--- src/rtl/servo_pkg.sv ---
// rtl/servo_pkg.sv - shared servo timing constants, decoder state type and averaging helper
package servo_pkg;

  typedef enum logic [1:0] {
    WAIT_LOW,
    IDLE,
    MIN,
    MEAS
  } servo_state_t;

  localparam int POS_W   = 8;
  localparam int POS_MAX = 255;

  // 10 MHz reference timing shared with the servo tester generator
  localparam int FRAME_TICKS       = 200000;
  localparam int MIN_TICKS_DEF     = 10000;
  localparam int TICKS_PER_LSB_DEF = 39;
  localparam int MAX_TICKS_DEF     = 25000;
  localparam int TIMEOUT_TICKS_DEF = 250000;
  localparam int CNT_W_DEF         = 18;

  function automatic logic [POS_W-1:0] avg_round(input logic [POS_W-1:0] a,
                                                 input logic [POS_W-1:0] b);
    logic [POS_W:0] sum;
    sum = {1'b0, a} + {1'b0, b} + 1'b1;
    return sum[POS_W:1];
  endfunction

endpackage

--- src/rtl/servo_in_sync.sv ---
// rtl/servo_in_sync.sv - 2-FF synchronizer and ena-gated edge register for the servo pulse input
module servo_in_sync (
  input  logic clk,
  input  logic reset,
  input  logic ena,
  input  logic pwm_in,
  output logic sync,
  output logic rise,
  output logic fall,
  output logic primed
);

  logic       meta_q;
  logic       sync_q;
  logic       edge_q;
  logic [1:0] settle_q;

  always_ff @(posedge clk or posedge reset) begin
    if (reset) begin
      meta_q   <= 1'b0;
      sync_q   <= 1'b0;
      settle_q <= 2'b00;
    end else begin
      meta_q   <= pwm_in;
      sync_q   <= meta_q;
      settle_q <= {settle_q[0], 1'b1};
    end
  end

  // Holding the edge register while ena is low keeps a pending edge visible later
  always_ff @(posedge clk or posedge reset) begin
    if (reset) begin
      edge_q <= 1'b0;
    end else if (ena) begin
      edge_q <= sync_q;
    end
  end

  assign sync   = sync_q;
  assign rise   = sync_q & ~edge_q;
  assign fall   = ~sync_q & edge_q;
  // sync only reflects the pin once the pipeline has refilled after reset
  assign primed = settle_q[1];

endmodule

--- src/rtl/servo_pwm_decoder.sv ---
// rtl/servo_pwm_decoder.sv - RC servo pulse-width to 8-bit position decoder with glitch/timeout flags
// Define SERVO_DEC_FILTER_EN to average each accepted sample with the previous position.
module servo_pwm_decoder
  import servo_pkg::*;
#(
  parameter int MIN_TICKS     = MIN_TICKS_DEF,
  parameter int TICKS_PER_LSB = TICKS_PER_LSB_DEF,
  parameter int MAX_TICKS     = MAX_TICKS_DEF,
  parameter int TIMEOUT_TICKS = TIMEOUT_TICKS_DEF,
  parameter int CNT_W         = CNT_W_DEF
) (
  input  logic             clk,
  input  logic             reset,
  input  logic             ena,
  input  logic             pwm_in,
  output logic [POS_W-1:0] position,
  output logic             valid,
  output logic             sample_stb,
  output logic             err_stb
);

  localparam logic [CNT_W-1:0] MIN_LAST    = CNT_W'(MIN_TICKS - 1);
  localparam logic [CNT_W-1:0] GLITCH_CNT  = CNT_W'(MIN_TICKS / 2);
  localparam logic [CNT_W-1:0] MAX_CNT     = CNT_W'(MAX_TICKS);
  localparam logic [CNT_W-1:0] TPL_LAST    = CNT_W'(TICKS_PER_LSB - 1);
  localparam logic [CNT_W-1:0] TIMEOUT_CNT = CNT_W'(TIMEOUT_TICKS);
  localparam logic [POS_W-1:0] ACC_MAX     = POS_W'(POS_MAX);

  logic sync;
  logic rise;
  logic fall;
  logic primed;

  servo_in_sync u_in_sync (
    .clk    (clk),
    .reset  (reset),
    .ena    (ena),
    .pwm_in (pwm_in),
    .sync   (sync),
    .rise   (rise),
    .fall   (fall),
    .primed (primed)
  );

  servo_state_t     state, state_d;
  logic [CNT_W-1:0] pulse_cnt, pulse_cnt_d;
  logic [CNT_W-1:0] presc, presc_d;
  logic [CNT_W-1:0] frame_cnt, frame_cnt_d;
  logic [POS_W-1:0] pos_acc, pos_acc_d;
  logic [POS_W-1:0] position_d;
  logic             valid_d;
  logic             sample_d;
  logic             err_d;
  logic [CNT_W-1:0] pulse_inc;
  logic [POS_W-1:0] new_pos;

  assign pulse_inc = (pulse_cnt == '1) ? pulse_cnt : pulse_cnt + 1'b1;

`ifdef SERVO_DEC_FILTER_EN
  assign new_pos = valid ? avg_round(position, pos_acc) : pos_acc;
`else
  assign new_pos = pos_acc;
`endif

  // pulse_cnt holds the number of high cycles seen so far in the current pulse
  always_comb begin
    state_d     = state;
    pulse_cnt_d = pulse_cnt;
    presc_d     = presc;
    pos_acc_d   = pos_acc;
    frame_cnt_d = frame_cnt;
    position_d  = position;
    valid_d     = valid;
    sample_d    = 1'b0;
    err_d       = 1'b0;
    if (ena) begin
      if (frame_cnt != TIMEOUT_CNT) frame_cnt_d = frame_cnt + 1'b1;
      if (frame_cnt_d == TIMEOUT_CNT) valid_d = 1'b0;
      case (state)
        WAIT_LOW: begin
          if (primed && !sync) state_d = IDLE;
        end
        IDLE: begin
          if (rise) begin
            pulse_cnt_d = CNT_W'(1);
            presc_d     = '0;
            pos_acc_d   = '0;
            state_d     = MIN;
          end
        end
        MIN, MEAS: begin
          if (fall) begin
            if (pulse_cnt < GLITCH_CNT) begin
              err_d = 1'b1;
            end else begin
              position_d  = new_pos;
              sample_d    = 1'b1;
              valid_d     = 1'b1;
              frame_cnt_d = '0;
            end
            state_d = IDLE;
          end else if (sync && pulse_cnt >= MAX_CNT) begin
            err_d   = 1'b1;
            state_d = WAIT_LOW;
          end else if (sync) begin
            pulse_cnt_d = pulse_inc;
            if (state == MIN) begin
              if (pulse_cnt == MIN_LAST) state_d = MEAS;
            end else if (presc == TPL_LAST) begin
              presc_d = '0;
              if (pos_acc != ACC_MAX) pos_acc_d = pos_acc + 1'b1;
            end else begin
              presc_d = presc + 1'b1;
            end
          end
        end
        default: state_d = WAIT_LOW;
      endcase
    end
  end

  always_ff @(posedge clk or posedge reset) begin
    if (reset) begin
      state      <= WAIT_LOW;
      pulse_cnt  <= '0;
      presc      <= '0;
      pos_acc    <= '0;
      frame_cnt  <= '0;
      position   <= '0;
      valid      <= 1'b0;
      sample_stb <= 1'b0;
      err_stb    <= 1'b0;
    end else begin
      state      <= state_d;
      pulse_cnt  <= pulse_cnt_d;
      presc      <= presc_d;
      pos_acc    <= pos_acc_d;
      frame_cnt  <= frame_cnt_d;
      position   <= position_d;
      valid      <= valid_d;
      sample_stb <= sample_d;
      err_stb    <= err_d;
    end
  end

endmodule

--- config.mk ---
export PLATFORM = sky130hd
export DESIGN_NAME = servo_pwm_decoder
export DESIGN_NICKNAME = d
export VERILOG_FILES = /design/src/rtl/servo_pkg.sv /design/src/rtl/servo_in_sync.sv /design/src/rtl/servo_pwm_decoder.sv
export SDC_FILE = /design/constraint.sdc
export NUM_CORES = 1
export LEC_CHECK = 0
export ABC_AREA = 1
export CAP_MARGIN = 20
export CELL_PAD_IN_SITES_DETAIL_PLACEMENT = 0
export CELL_PAD_IN_SITES_GLOBAL_PLACEMENT = 1
export CORE_MARGIN = 2
export CORE_UTILIZATION = 44
export CTS_CLUSTER_DIAMETER = 100
export DETAILED_ROUTE_END_ITERATION = 10
export HOLD_SLACK_MARGIN = 0.15
export MAX_ROUTING_LAYER = met4
export PLACE_DENSITY_LB_ADDON = 0.2
export SYNTH_ARGS = -nofsm -noshare
export SYNTH_HDL_FRONTEND = slang
export SYNTH_SLANG_ARGS = --single-unit
--- constraint.sdc ---
create_clock -name clk -period 6.3 [get_ports clk]
set_input_delay 0.63 -clock clk [delete_from_list [all_inputs] [get_ports clk]]
set_output_delay 0.63 -clock clk [all_outputs]
set_load 0.1 [all_outputs]
Yosys cells after proc, flatten, opt, wreduce, memory -nomap -nowiden
Index checks and enable logic that the tools add are counted.
Word-level totals
  word-level logic and storage cells: 103
  output and inout port bits: 11
  bits of input ports: 4
  register bits after elaboration: 80
Cells by class
  muxes and demuxes: 47
  add/subtract/negate cells: 4
  order comparisons: 2
  bitwise gates (word level): 5
  equal/unequal tests: 21
  reduce and logical (&&, ||, !) cells: 11
Operators by type and width (count)
  18-bit 2-to-1 mux: 16
  18-bit case mux with 2 select lines: 2
  8-bit 2-to-1 mux: 7
  18-bit by 1-bit adder with 18-bit output (second input constant): 3
  18-bit == test (second input constant): 2
  18-bit by 14-bit == test with 1-bit output (second input constant): 1
  18-bit by 6-bit == test with 1-bit output (second input constant): 1
  18-bit by 15-bit greater-or-equal comparator with 1-bit output (second input constant): 1
  18-bit by 13-bit less-than comparator with 1-bit output (second input constant): 1
  18-bit != test (second input constant): 1
  2-bit != test (second input constant): 8
  8-bit case mux with 2 select lines: 1
  2-bit 2-to-1 mux: 7
  7-bit AND reduction: 2
  1-bit 2-to-1 mux: 13
  9-bit AND reduction: 1
  8-bit by 1-bit adder with 8-bit output (second input constant): 1
  4-bit != test (second input constant): 2
  8-bit != test (second input constant): 1
  2-bit case mux with 3 select lines: 1
  6-bit AND reduction: 1
  2-bit == test (second input constant): 2
  4-bit by 3-bit != test with 1-bit output (second input constant): 1
  4-bit AND reduction: 1
  other kinds (9): 13

Logic depth before layout (Yosys ltp)
  word-level depth: 8
  mapped depth: 12
  depth with buffers taken out: 12

Cells and area by module
From an unflattened synthesis, not the netlist that was laid out.
Unflattened totals
  cells, all modules: 661
  area, all modules: 4793.3 um^2
By module, submodules not included
  servo_pwm_decoder: instances 1, cells each 646, area each 4630.7 um^2, seq. area each 1876.8 um^2
  servo_in_sync: instances 1, cells each 15, area each 162.7 um^2, seq. area each 125.1 um^2

Least setup slack after synthesis
OpenSTA, ideal clock, no wires.
  path type: input-to-reg
  start: input ena
  end: register pulse_cnt[14]
  required time: 6.180 ns
  arrival time: 1.718 ns
  path buffers: 2
  setup slack: 4.462 ns
  cell stages on the path: 11
  path through: buf_2 -> nand2_1 -> nor2_1 -> a21oi_1 -> nor3_1 -> o21a_1 -> nand2_2 -> inv_2 -> buf_6 -> nand2_1 -> o21ai_2
On the way
  word-level cells in the longest chain between the ends: 1
RTL lines
  from (decl): RTL line servo_pwm_decoder.sv:14  | input logic ena,
  7-bit AND reduction (no line)
  to (signal assigned): RTL line servo_pwm_decoder.sv:135  | pulse_cnt <= pulse_cnt_d;
  to (decl): RTL line servo_pwm_decoder.sv:46  | logic [CNT_W-1:0] pulse_cnt, pulse_cnt_d;
No other way between the ends.
A chain may end at the register's enable or synchronous reset.

Final worst setup path
  start: input ena
  end: register pulse_cnt[12]
The elaborated chain is that of the path after synthesis.

==> reports/qor.txt <==
===========================================================================================
Run status                                                                     finished clean
Crit path depth                                                                          10
Num ports                                                                                15
TritonCTS clock tree                                                                   done
Final worst path period need                                                        2.94 ns
Category of the critical setup timing path                                           in2reg
Fmax                                                                              0.340 GHz
Sinks on Clock Net                                                                       80
Number of diodes                                                                          0
Number of distinct standard cells referenced by the synthesized netlist                  40
Final routed DRC violation total                                                          0
Wire length of the first global-routing pass                                        18.9 mm
Critical path data required time                                                    6.60 ns
Maximum number of pins on one net before global-route repair                             81
Netlist Area Pre-Place                                                             4930 µm²
Async set-or-reset flop fraction in the synthesized netlist                            1.00
Antenna violations before repair                                                          0
Count of nets left with antenna violations after detail routing                           0
Max-slew violation total from the final report                                            0
Multi-input gate area                                                              2560 µm²
Std-Cell Core Area                                                                10900 µm²
Met1 layer wirelength in the final routing                                          5.37 mm
Width of the die                                                                     110 µm
Critical Path Slowest Stage Cell                                               clkdlybuf4s50_1
Total routed wirelength                                                             11.0 mm
Remaining Overflow, GRT                                                                   0
Syn Nets                                                                                685
Buf+Inv Stages, Crit Path                                                                 2
Worst-case setup slack after placement                                              2.97 ns
Top cell family by delay on the critical path                                  buffers and inverters
Overall via count from detail_route                                                    4234
Effective utilization at floorplan                                                    0.453
Count of mapped cells out of synthesis                                                  675
Maximum buffer depth of the clock tree                                                    2
Via count of the first global-routing pass                                             3940
Hold_buf cts                                                                              0
Stage delay of the slowest cell on the critical path                                1.08 ns
Endpoint of the lowest-slack register-to-register path                         position[7]$_DFFE_PP0P_
Y dimension of the die                                                               110 µm
Startpoint types                                                               primary input
Share of post-route cells with drive strength above 1                                0.0858
HPWL after detailed placement                                                       7.74 mm
Period Utilization, post-route                                                        0.467
Final hold violation count                                                                0
Last weighted congestion value of the routability-driven placer                       0.846
Unrepaired setup endpoints after global routing                                          no
Max-slew headroom at the worst pin                                                    0.307
Total length of routed met3 wires                                                    347 µm
Setup_tns                                                                              0 ns
Leakage power of the design                                                         2.40 nW
Worst Reg2Reg Path Length in Cells                                                        8
Cell chain of the critical path                                                clkdlybuf4s50_1 > nand2_1 > nor2_1 > a21oi_1 > nor3_1 > o21a_1 > nand2_2 > inv_2 > nand2_1 > o21ai_2
Setup skew after layout                                                           0.0188 ns
Worst setup path endpoint                                                      pulse_cnt[12]$_DFFE_PP0P_
Worst-skew pair later-pin latency                                                   0.38 ns
Power per cell area                                                              280 nW/µm²
Total iterations of the first detailed-routing run                                        4
Num CTS Buffers                                                                           9
Launching element of the worst setup path                                               ena
Most common cell on crit path                                                       nand2_1
Yosys top cell by area                                                              dfrtp_1
Endpoint type of the worst setup path                                             flip-flop
Via density per instance                                                               5.11
Routed wire per std cell                                                            13.3 µm
Standard-cell rows                                                                       38
Total routing usage reported by global routing                                        0.207
Top cell type's share of synthesized area                                             0.406
Number of flip-flops and latches in the synthesized netlist                              80
Register Area                                                                      2000 µm²
Synth area leaders                                                             dfrtp_1 (41%), nand2_1 (15%), nor2_1 (6.4%), xor2_1 (5.5%), nand3_1 (5.2%)
Max-cap violation count                                                                   0
Post-cts repair resize count                                                              0
Yosys warns                                                                               0
Filler cell count in the final layout                                                  1076
Path class of the lowest-slack min-delay path                                       reg2reg
Setup slack, reg-to-reg                                                             3.48 ns
Sequential element share of the synthesized area                                      0.406
PnR worst setup slack                                                               3.36 ns
Cell at the root of the clock tree                                                 clkbuf_8
Area Overhead vs Synth                                                                8.95%
Final-stage net count                                                                   693
Largest fanout on the critical path                                                      25
H-tree depth                                                                              3
Top routing layer used                                                                 met4
Actual slew at the worst max-slew pin                                               1.04 ns
Count of buffers added by post-CTS timing repair for setup                                0
Number of setup violations in the final report                                            0
DR WL met2                                                                          5.10 mm
Port Buffers                                                                             14
Clock-pin slew on the worst setup and hold paths                                    0.09 ns
Most used DFF post-synth                                                            dfrtp_1
Die area                                                                          12100 µm²
Average size of a mapped cell                                                      7.31 µm²
Reg-to-Reg Start                                                               state[1]$_DFFE_PP0P_
Number of design-rule violations left by the first detailed-router iteration            229
Worst Path Arrival                                                                  3.24 ns
Worst ir drop on vdd                                                                 180 µV
Number of synthesized flops with an enable pin                                            0
===========================================================================================
## final cells by class
cell class,count,area share
multi-input combinational,510,0.476
timing repair buffer,16,0.0326
clock buffer,10,0.0256
sequential,80,0.373
inverter,66,0.0468
tap,140,0.0326
clock inverter,6,0.0140
## state kept, by name, indices dropped and copies added (netlist names)
signal / count
frame_cnt: 18
presc: 18
pulse_cnt: 18
new_pos: 8
position: 8
state: 2
u_in_sync.settle_q: 2
err_stb: 1
sample_stb: 1
u_in_sync.edge_q: 1
u_in_sync.meta_q: 1
u_in_sync.sync: 1
valid: 1
## metrics by stage
stage	power, mW	utilization	cells	area (µm²)	hold WS [ns]
2_1_floorplan	1.02	-	675	4930	0.331
3_3_place_gp	1.09	0.472	811	5130	0.334
3_5_place_dp	1.10	0.472	811	5130	0.335
4_1_cts	1.52	0.491	827	5350	0.356
5_1_grt	1.61	0.494	828	5370	0.378
6_report	1.51	0.494	828	5370	0.354
## power by group
| group | internal [mW] | total [mW] | switching (mW) | leakage, nW |
|---|---|---|---|---|
| sequential | 0.576 | 0.668 | 0.0920 | 1.09 |
| combinational | 0.124 | 0.423 | 0.299 | 1.21 |
| clock | 0.199 | 0.415 | 0.215 | 0.105 |
| total | 0.899 | 1.51 | 0.606 | 2.40 |
## metal layers
layer  global-route usage  vias up
li1                     -     2187
met4               0.0787        0
met1                0.279     1963
met3               0.0302       15
met2                0.315       69
met5                    -        -
## layout by cell type, fill, tap and decap left out, types with 2 or more instances in the layout
cell / instances
nand2_1: 200
nor2_1: 84
dfrtp_1: 80
inv_1: 59
nand3_1: 51
xor2_1: 31
o21ai_0: 28
nand4_1: 19
clkdlybuf4s50_1: 14
o21ai_1: 13
nor3_1: 12
clkbuf_8: 10
nand2_2: 8
o21ai_2: 8
or2_2: 8
nor4_1: 6
ha_1: 6
xnor2_1: 5
o22ai_1: 5
a21oi_1: 4
inv_2: 4
nor2_2: 4
nand3b_1: 3
nand3_4: 2
o21a_1: 2
clkinv_4: 2
## logic make-up (layout without fill, tap and decap cells)
| family | count (synthesis) | after routing | share of synthesized area |
|---|---|---|---|
| and+or+nand+nor | 402 | 402 | 0.361 |
| buffers and inverters | 85 | 98 | 0.0756 |
| other | 1 | 1 | 0.000760 |
| adders and majority gates | 6 | 6 | 0.0152 |
| DFF | 80 | 80 | 0.406 |
| AOI/OAI and AO/OA | 65 | 65 | 0.0776 |
| xor gates and xnor gates | 36 | 36 | 0.0639 |
## worst min-delay path by stage
stage                                     from                              end  slack (ns)  cells past startpoint
5_1_grt        u_in_sync.settle_q[0]$_DFF_PP0_  u_in_sync.settle_q[1]$_DFF_PP0_        0.38                      0
2_1_floorplan  u_in_sync.settle_q[0]$_DFF_PP0_  u_in_sync.settle_q[1]$_DFF_PP0_        0.33                      0
3_5_place_dp   u_in_sync.settle_q[0]$_DFF_PP0_  u_in_sync.settle_q[1]$_DFF_PP0_        0.33                      0
3_3_place_gp   u_in_sync.settle_q[0]$_DFF_PP0_  u_in_sync.settle_q[1]$_DFF_PP0_        0.33                      0
4_1_cts        u_in_sync.settle_q[0]$_DFF_PP0_  u_in_sync.settle_q[1]$_DFF_PP0_        0.36                      0
6_report       u_in_sync.settle_q[0]$_DFF_PP0_  u_in_sync.settle_q[1]$_DFF_PP0_        0.35                      0
## synth_stat cells (2+ instances only)
cell	n
o22ai_1	5
nor2_2	4
nand2_1	200
nor2_1	84
o21ai_0	28
o21ai_2	8
xor2_1	31
nor4_1	6
inv_1	60
nand2_2	8
clkbuf_1	7
o21a_1	2
buf_2	5
nand3b_1	3
nand4_1	19
a21oi_1	4
ha_1	6
o21ai_1	13
inv_2	4
xnor2_1	5
buf_6	5
dfrtp_1	80
nor3_1	12
nand3_1	51
nand3_4	2
or2_2	8
buf_4	2
Note: power is estimated with default switching activity, not from simulation.
